[src/rtl/utmi_tx_serializer.sv]
`timescale 1ns/1ps
`default_nettype none
// ============================================================================
// Module   : utmi_tx_serializer
// Brief    : UTMI transmit serializer. Sends SYNC, then DATA_W-bit words
//            LSB-first with bit stuffing, then an SE0/SE0/J end of packet.
//            Define UTMI_TX_NRZI_EN for NRZI line coding; without it the
//            stuffed raw bit stream is driven directly on tx_dout.
// Revision : 1.0
// ============================================================================
module utmi_tx_serializer #(
    parameter int         DATA_W    = 8,
    parameter int         STUFF_LEN = 6,
    parameter logic [7:0] SYNC_PAT  = 8'h80
) (
    input  logic              clk,
    input  logic              rst,
    input  logic              tx_valid,
    input  logic [DATA_W-1:0] tx_data,
    output logic              tx_ready,
    output logic              tx_dout,
    output logic              tx_se0,
    output logic              tx_oe,
    output logic              tx_active
);

    localparam int               CNT_W     = $clog2(DATA_W);
    localparam logic [2:0]       STUFF_CNT = 3'(STUFF_LEN);
    localparam logic [CNT_W-1:0] LAST_BIT  = CNT_W'(DATA_W - 1);

    typedef enum logic [1:0] {
        ST_IDLE = 2'd0,
        ST_SYNC = 2'd1,
        ST_DATA = 2'd2,
        ST_EOP  = 2'd3
    } state_t;

    state_t            state_q,    state_d;
    logic [2:0]        sync_cnt_q, sync_cnt_d;
    logic [CNT_W-1:0]  bit_cnt_q,  bit_cnt_d;
    logic [2:0]        ones_q,     ones_d;
    logic [DATA_W-1:0] shift_q,    shift_d;
    logic [1:0]        eop_cnt_q,  eop_cnt_d;
    logic              tx_dout_q,  tx_dout_d;
    logic              tx_se0_q,   tx_se0_d;
    logic              tx_oe_q,    tx_oe_d;

    logic              stuff;
    logic              bit_valid;
    logic              raw_bit;
    logic              line_bit;
    logic              se0_cycle;

    assign stuff = (ones_q == STUFF_CNT);

`ifdef UTMI_TX_NRZI_EN
    // A raw 0 is a transition on the line, a raw 1 keeps the level.
    assign line_bit = raw_bit ? tx_dout_q : ~tx_dout_q;
`else
    assign line_bit = raw_bit;
`endif

    always_comb begin
        state_d    = state_q;
        sync_cnt_d = sync_cnt_q;
        bit_cnt_d  = bit_cnt_q;
        ones_d     = ones_q;
        shift_d    = shift_q;
        eop_cnt_d  = eop_cnt_q;
        tx_ready   = 1'b0;
        bit_valid  = 1'b0;
        raw_bit    = 1'b1;
        se0_cycle  = 1'b0;

        case (state_q)
            ST_IDLE: begin
                ones_d     = 3'd0;
                sync_cnt_d = 3'd0;
                bit_cnt_d  = '0;
                eop_cnt_d  = 2'd0;
                if (tx_valid) begin
                    state_d = ST_SYNC;
                end
            end

            ST_SYNC: begin
                bit_valid = 1'b1;
                if (stuff) begin
                    raw_bit = 1'b0;
                    ones_d  = 3'd0;
                end else begin
                    raw_bit    = SYNC_PAT[sync_cnt_q];
                    ones_d     = raw_bit ? ones_q + 3'd1 : 3'd0;
                    sync_cnt_d = sync_cnt_q + 3'd1;
                    if (sync_cnt_q == 3'd7) begin
                        tx_ready = 1'b1;
                        if (tx_valid) begin
                            shift_d   = tx_data;
                            bit_cnt_d = '0;
                            state_d   = ST_DATA;
                        end else begin
                            eop_cnt_d = 2'd0;
                            state_d   = ST_EOP;
                        end
                    end
                end
            end

            ST_DATA: begin
                bit_valid = 1'b1;
                if (stuff) begin
                    // Stuff cycle: shifter and bit counter hold, word not consumed.
                    raw_bit = 1'b0;
                    ones_d  = 3'd0;
                end else begin
                    raw_bit   = shift_q[0];
                    ones_d    = raw_bit ? ones_q + 3'd1 : 3'd0;
                    shift_d   = shift_q >> 1;
                    bit_cnt_d = bit_cnt_q + 1'b1;
                    if (bit_cnt_q == LAST_BIT) begin
                        tx_ready = 1'b1;
                        if (tx_valid) begin
                            shift_d   = tx_data;
                            bit_cnt_d = '0;
                        end else begin
                            eop_cnt_d = 2'd0;
                            state_d   = ST_EOP;
                        end
                    end
                end
            end

            ST_EOP: begin
                if (stuff) begin
                    // Trailing run of ones from the last word still owes a stuff bit.
                    bit_valid = 1'b1;
                    raw_bit   = 1'b0;
                    ones_d    = 3'd0;
                end else begin
                    eop_cnt_d = eop_cnt_q + 2'd1;
                    if (eop_cnt_q != 2'd2) begin
                        se0_cycle = 1'b1;
                    end else begin
                        eop_cnt_d = 2'd0;
                        state_d   = ST_IDLE;
                    end
                end
            end

            default: begin
                state_d = ST_IDLE;
            end
        endcase
    end

    always_comb begin
        tx_oe_d   = (state_q != ST_IDLE);
        tx_se0_d  = 1'b0;
        tx_dout_d = 1'b1;
        if (bit_valid) begin
            tx_dout_d = line_bit;
        end else if (se0_cycle) begin
            tx_se0_d = 1'b1;
        end
    end

    always_ff @(posedge clk or negedge rst) begin
        if (!rst) begin
            state_q    <= ST_IDLE;
            sync_cnt_q <= 3'd0;
            bit_cnt_q  <= '0;
            ones_q     <= 3'd0;
            shift_q    <= '0;
            eop_cnt_q  <= 2'd0;
            tx_dout_q  <= 1'b1;
            tx_se0_q   <= 1'b0;
            tx_oe_q    <= 1'b0;
        end else begin
            state_q    <= state_d;
            sync_cnt_q <= sync_cnt_d;
            bit_cnt_q  <= bit_cnt_d;
            ones_q     <= ones_d;
            shift_q    <= shift_d;
            eop_cnt_q  <= eop_cnt_d;
            tx_dout_q  <= tx_dout_d;
            tx_se0_q   <= tx_se0_d;
            tx_oe_q    <= tx_oe_d;
        end
    end

    assign tx_dout   = tx_dout_q;
    assign tx_se0    = tx_se0_q;
    assign tx_oe     = tx_oe_q;
    assign tx_active = (state_q != ST_IDLE);

endmodule

`default_nettype wire
[config.mk]
export PLATFORM = sky130hd
export DESIGN_NAME = utmi_tx_serializer
export DESIGN_NICKNAME = d
export VERILOG_FILES = /design/src/rtl/utmi_tx_serializer.sv
export SDC_FILE = /design/constraint.sdc
export NUM_CORES = 1
export LEC_CHECK = 0
export BUFFER_PORTS_ARGS = -buffer_cell sky130_fd_sc_hd__buf_2
export CAP_MARGIN = 25
export CORE_MARGIN = 2
export CORE_UTILIZATION = 51
export CTS_CLUSTER_DIAMETER = 150
export CTS_CLUSTER_SIZE = 14
export DETAILED_ROUTE_END_ITERATION = 8
export GPL_ROUTABILITY_DRIVEN = 0
export PLACE_DENSITY = 0.71
export SLEW_MARGIN = 15
export SYNTH_ARGS = -nofsm -noshare
export SYNTH_HDL_FRONTEND = slang
export SYNTH_SLANG_ARGS = --single-unit
[constraint.sdc]
create_clock -name clk -period 3.06 [get_ports clk]
set_input_delay 0.612 -clock clk [delete_from_list [all_inputs] [get_ports clk]]
set_output_delay 0.612 -clock clk [all_outputs]
set_load 0.02 [all_outputs]
==> flow_metrics.env <==
export IMPL_tightest_slew_ns=0.629
export IMPL_antenna_found_initial=0
export IMPL_holdBufCountCts=0
export IMPL_r2r_start="state_q[1]$_DFFE_PN0P_"
export IMPL_grt_overflow=0
export IMPL_p_per_area_nw_per_um2=1030
export IMPL_dominantRegCellSynth="dfrtp_1"
export IMPL_netlist_instances=127
export IMPL_worstPathRequired_ns=2.45
export IMPL_skew_ns=0.00314
export IMPL_row_count=18
export IMPL_critPathKind="flop to output port"
export IMPL_critPathCaptureType="output port"
export IMPL_p_int_uw=879
export IMPL_synth_common_cells="23 x dfrtp_1, 17 x nand2_1, 11 x ha_1"
export IMPL_clk_latency_ns=0.32
export IMPL_synth_cell_types=34
export IMPL_power_share_clock_pct=11.2
export IMPL_clkSinkCount=24
export IMPL_max_cap_viol_count=0
export IMPL_rsz0062_at_grt="false"
export IMPL_numCtsBuffers=3
export IMPL_dr_pass1_iters=4
export IMPL_drv_slew=0
export IMPL_initialDrtViolationCount=35
export IMPL_grt_max_degree=25
export IMPL_initial_core_util_pct=53.9
export IMPL_rr_worst_depth=6
export IMPL_grt_pass1_wl_um=4220
export IMPL_hpwl_um=1780
export IMPL_period_minus_slack_ns=2.29
export IMPL_p_comb_share_pct=54.2
export IMPL_syn_to_final_growth_pct=9.84
export IMPL_clk_path_buf_depth=2
export IMPL_setup_violations=0
export IMPL_antenna_cells=0
export IMPL_ys_warn_count=0
export IMPL_finalHoldViolCount=0
export IMPL_post_cts_setup_buffer_count=0
export IMPL_synthesis_area_um2=1350
export IMPL_core_area_um2=2500
export IMPL_path_clk_slew_ns=0.13
export IMPL_cts_resized=0
export IMPL_pwr_share_seq_pct=34.6
export IMPL_final_util_pct=59.2
export IMPL_postSynthAreaPerCell_um2=10.6
export IMPL_switching_power_uw=643
export IMPL_netSwitchingFraction_pct=42.2
export IMPL_drc_errors=0
export IMPL_hp_class="primary input to asynchronous set/reset pin"
export IMPL_num_vias=967
export IMPL_grt_pass1_vias=966
export IMPL_worstPathArrival_ns=1.67
export IMPL_die_w_um=55.4
export IMPL_clock_fmax_mhz=437
export IMPL_synthTopCellsByArea="dfrtp_1 43%, ha_1 10%, mux2i_1 7.4%"
export IMPL_synth_top_area_share_pct=42.7
export IMPL_peakVddDrop_mv=0.514
export IMPL_worst_path_max_fanout=10
export IMPL_fp_dieArea_um2=3070
export IMPL_ys_seq_elements=24
export IMPL_synthArstFlopShare_pct=100
export IMPL_syn_nets=149
export IMPL_wl_per_cell_um=13.5
export IMPL_yosysSeqAreaShare_pct=44.7
export IMPL_crit_path_start="state_q[1]$_DFFE_PN0P_"
export IMPL_fin_setup_tns_ns=0
export IMPL_root_buffer="clkbuf_4"
export IMPL_finalNetCount=167
export IMPL_synth_area_leader_cell="dfrtp_1"
export IMPL_holdWs_ns=0.251
export IMPL_wl_um=2350
export IMPL_io_pins=16
export IMPL_postRouteAntennaNets=0
export IMPL_cts_tree="yes"
export IMPL_regToRegEndpoint="shift_q[2]$_DFFE_PN0P_"
export IMPL_die_h_um=55.4
export IMPL_synth_most_common_cell="dfrtp_1"
export IMPL_leakage_nw=0.757
export IMPL_htreeDepth=1
export IMPL_fin_crit_sh_pct=74.7
export IMPL_status="finished clean"
export IMPL_synth_edf_count=0
export IMPL_relSlewSlack_pct=57.9
export IMPL_drive_gt1_share_pct=20.1
export IMPL_startpoint_type="flop"
export IMPL_via_per_inst=5.56
export IMPL_port_buffers=15
export IMPL_r2r_setup_slack_ns=1.17
export IMPL_gr_usage_all_layers_pct=17.2
-- how the worst max path moves through the flow --
stage	to	slack [ns]	cells after the start
detailed placement	tx_ready	1.15	5
CTS	tx_ready	0.77	5
floorplan	tx_ready	1.27	4
finish	tx_ready	0.77	5
global placement	tx_ready	1.22	5
global route	tx_ready	0.63	5
-- power by group through the flow --
stage / combinational [mW] / clock, mW / sequential, mW
after CTS: 0.831 / 0.178 / 0.528
after global routing: 0.928 / 0.190 / 0.545
final: 0.824 / 0.171 / 0.527
after floorplan: 0.674 / 0 / 0.535
after detailed placement: 0.827 / 0 / 0.537
after global placement: 0.796 / 0 / 0.528
-- cells by family (layout without fill, tap and decap cells) --
family	after synthesis	count (layout)	share of synthesized area, %
AND/OR/NAND/NOR	33	33	11.3
multiplexers	15	15	11.9
AO/OA/AOI/OAI	30	30	16.7
adder cells (fa/ha/maj)	11	11	10.2
buffers and inverters	13	30	4.55
XOR/XNOR	1	1	0.650
flip-flops	24	24	44.7
-- metrics by stage --
stage,worst slack [ns],cell area [um^2],power (mW),cells
after floorplan,1.27,1350,1.21,127
after global placement,1.22,1440,1.32,170
after detailed placement,1.15,1440,1.36,170
after CTS,0.772,1480,1.54,174
after global routing,0.629,1480,1.66,174
final,0.774,1480,1.52,174
-- critical path, cell delays in order (launching register included) --
cell and delay (ns):
dfrtp_1 0.47, inv_1 0.11, ha_1 0.36, a22oi_1 0.12
nor2_1 0.13, buf_2 0.17
-- cell type report --
| cell class | count | area [um^2] |
|---|---|---|
| Tap cell | 30 | 37.5 |
| Inverter | 10 | 37.5 |
| Clock buffer | 4 | 36.3 |
| Sequential cell | 24 | 602 |
| Multi-Input combinational cell | 90 | 684 |
| Fill cell | 200 | 1020 |
| Timing Repair Buffer | 16 | 82.6 |
-- layout by cell type (no fill, tap or decap), types with 2 or more instances in the layout --
cell and instances:
dfrtp_1 23, nand2_1 17, buf_2 15, ha_1 11
mux2i_1 10, inv_1 9, o21ai_1 9, nor2_1 5
a22o_1 4, mux2_1 4, a22oi_1 3, nand2b_1 3
clkbuf_4 3, a21oi_1 2, nand3_1 2, o211ai_2 2
nor3_1 2, a21o_1 2, o22ai_1 2
-- registers in the layout, indices dropped and copies added, names as in the netlist --
name	cells
tx_se0	1
eop_cnt_q	2
ones_q	3
state_q	2
sync_cnt_q	3
tx_oe	1
shift_q	8
bit_cnt_q	3
tx_dout	1
-- per-layer routing --
metal | vias to the layer above | GRT usage (%) | routed length (um)
met5 | - | 0 | 0
met1 | 463 | 22.3 | 1110
met2 | 22 | 27.7 | 1110
met4 | 0 | 7.67 | 29
li1 | 480 | - | -
met3 | 2 | 3.51 | 95
(Power assumes the default switching activity.)
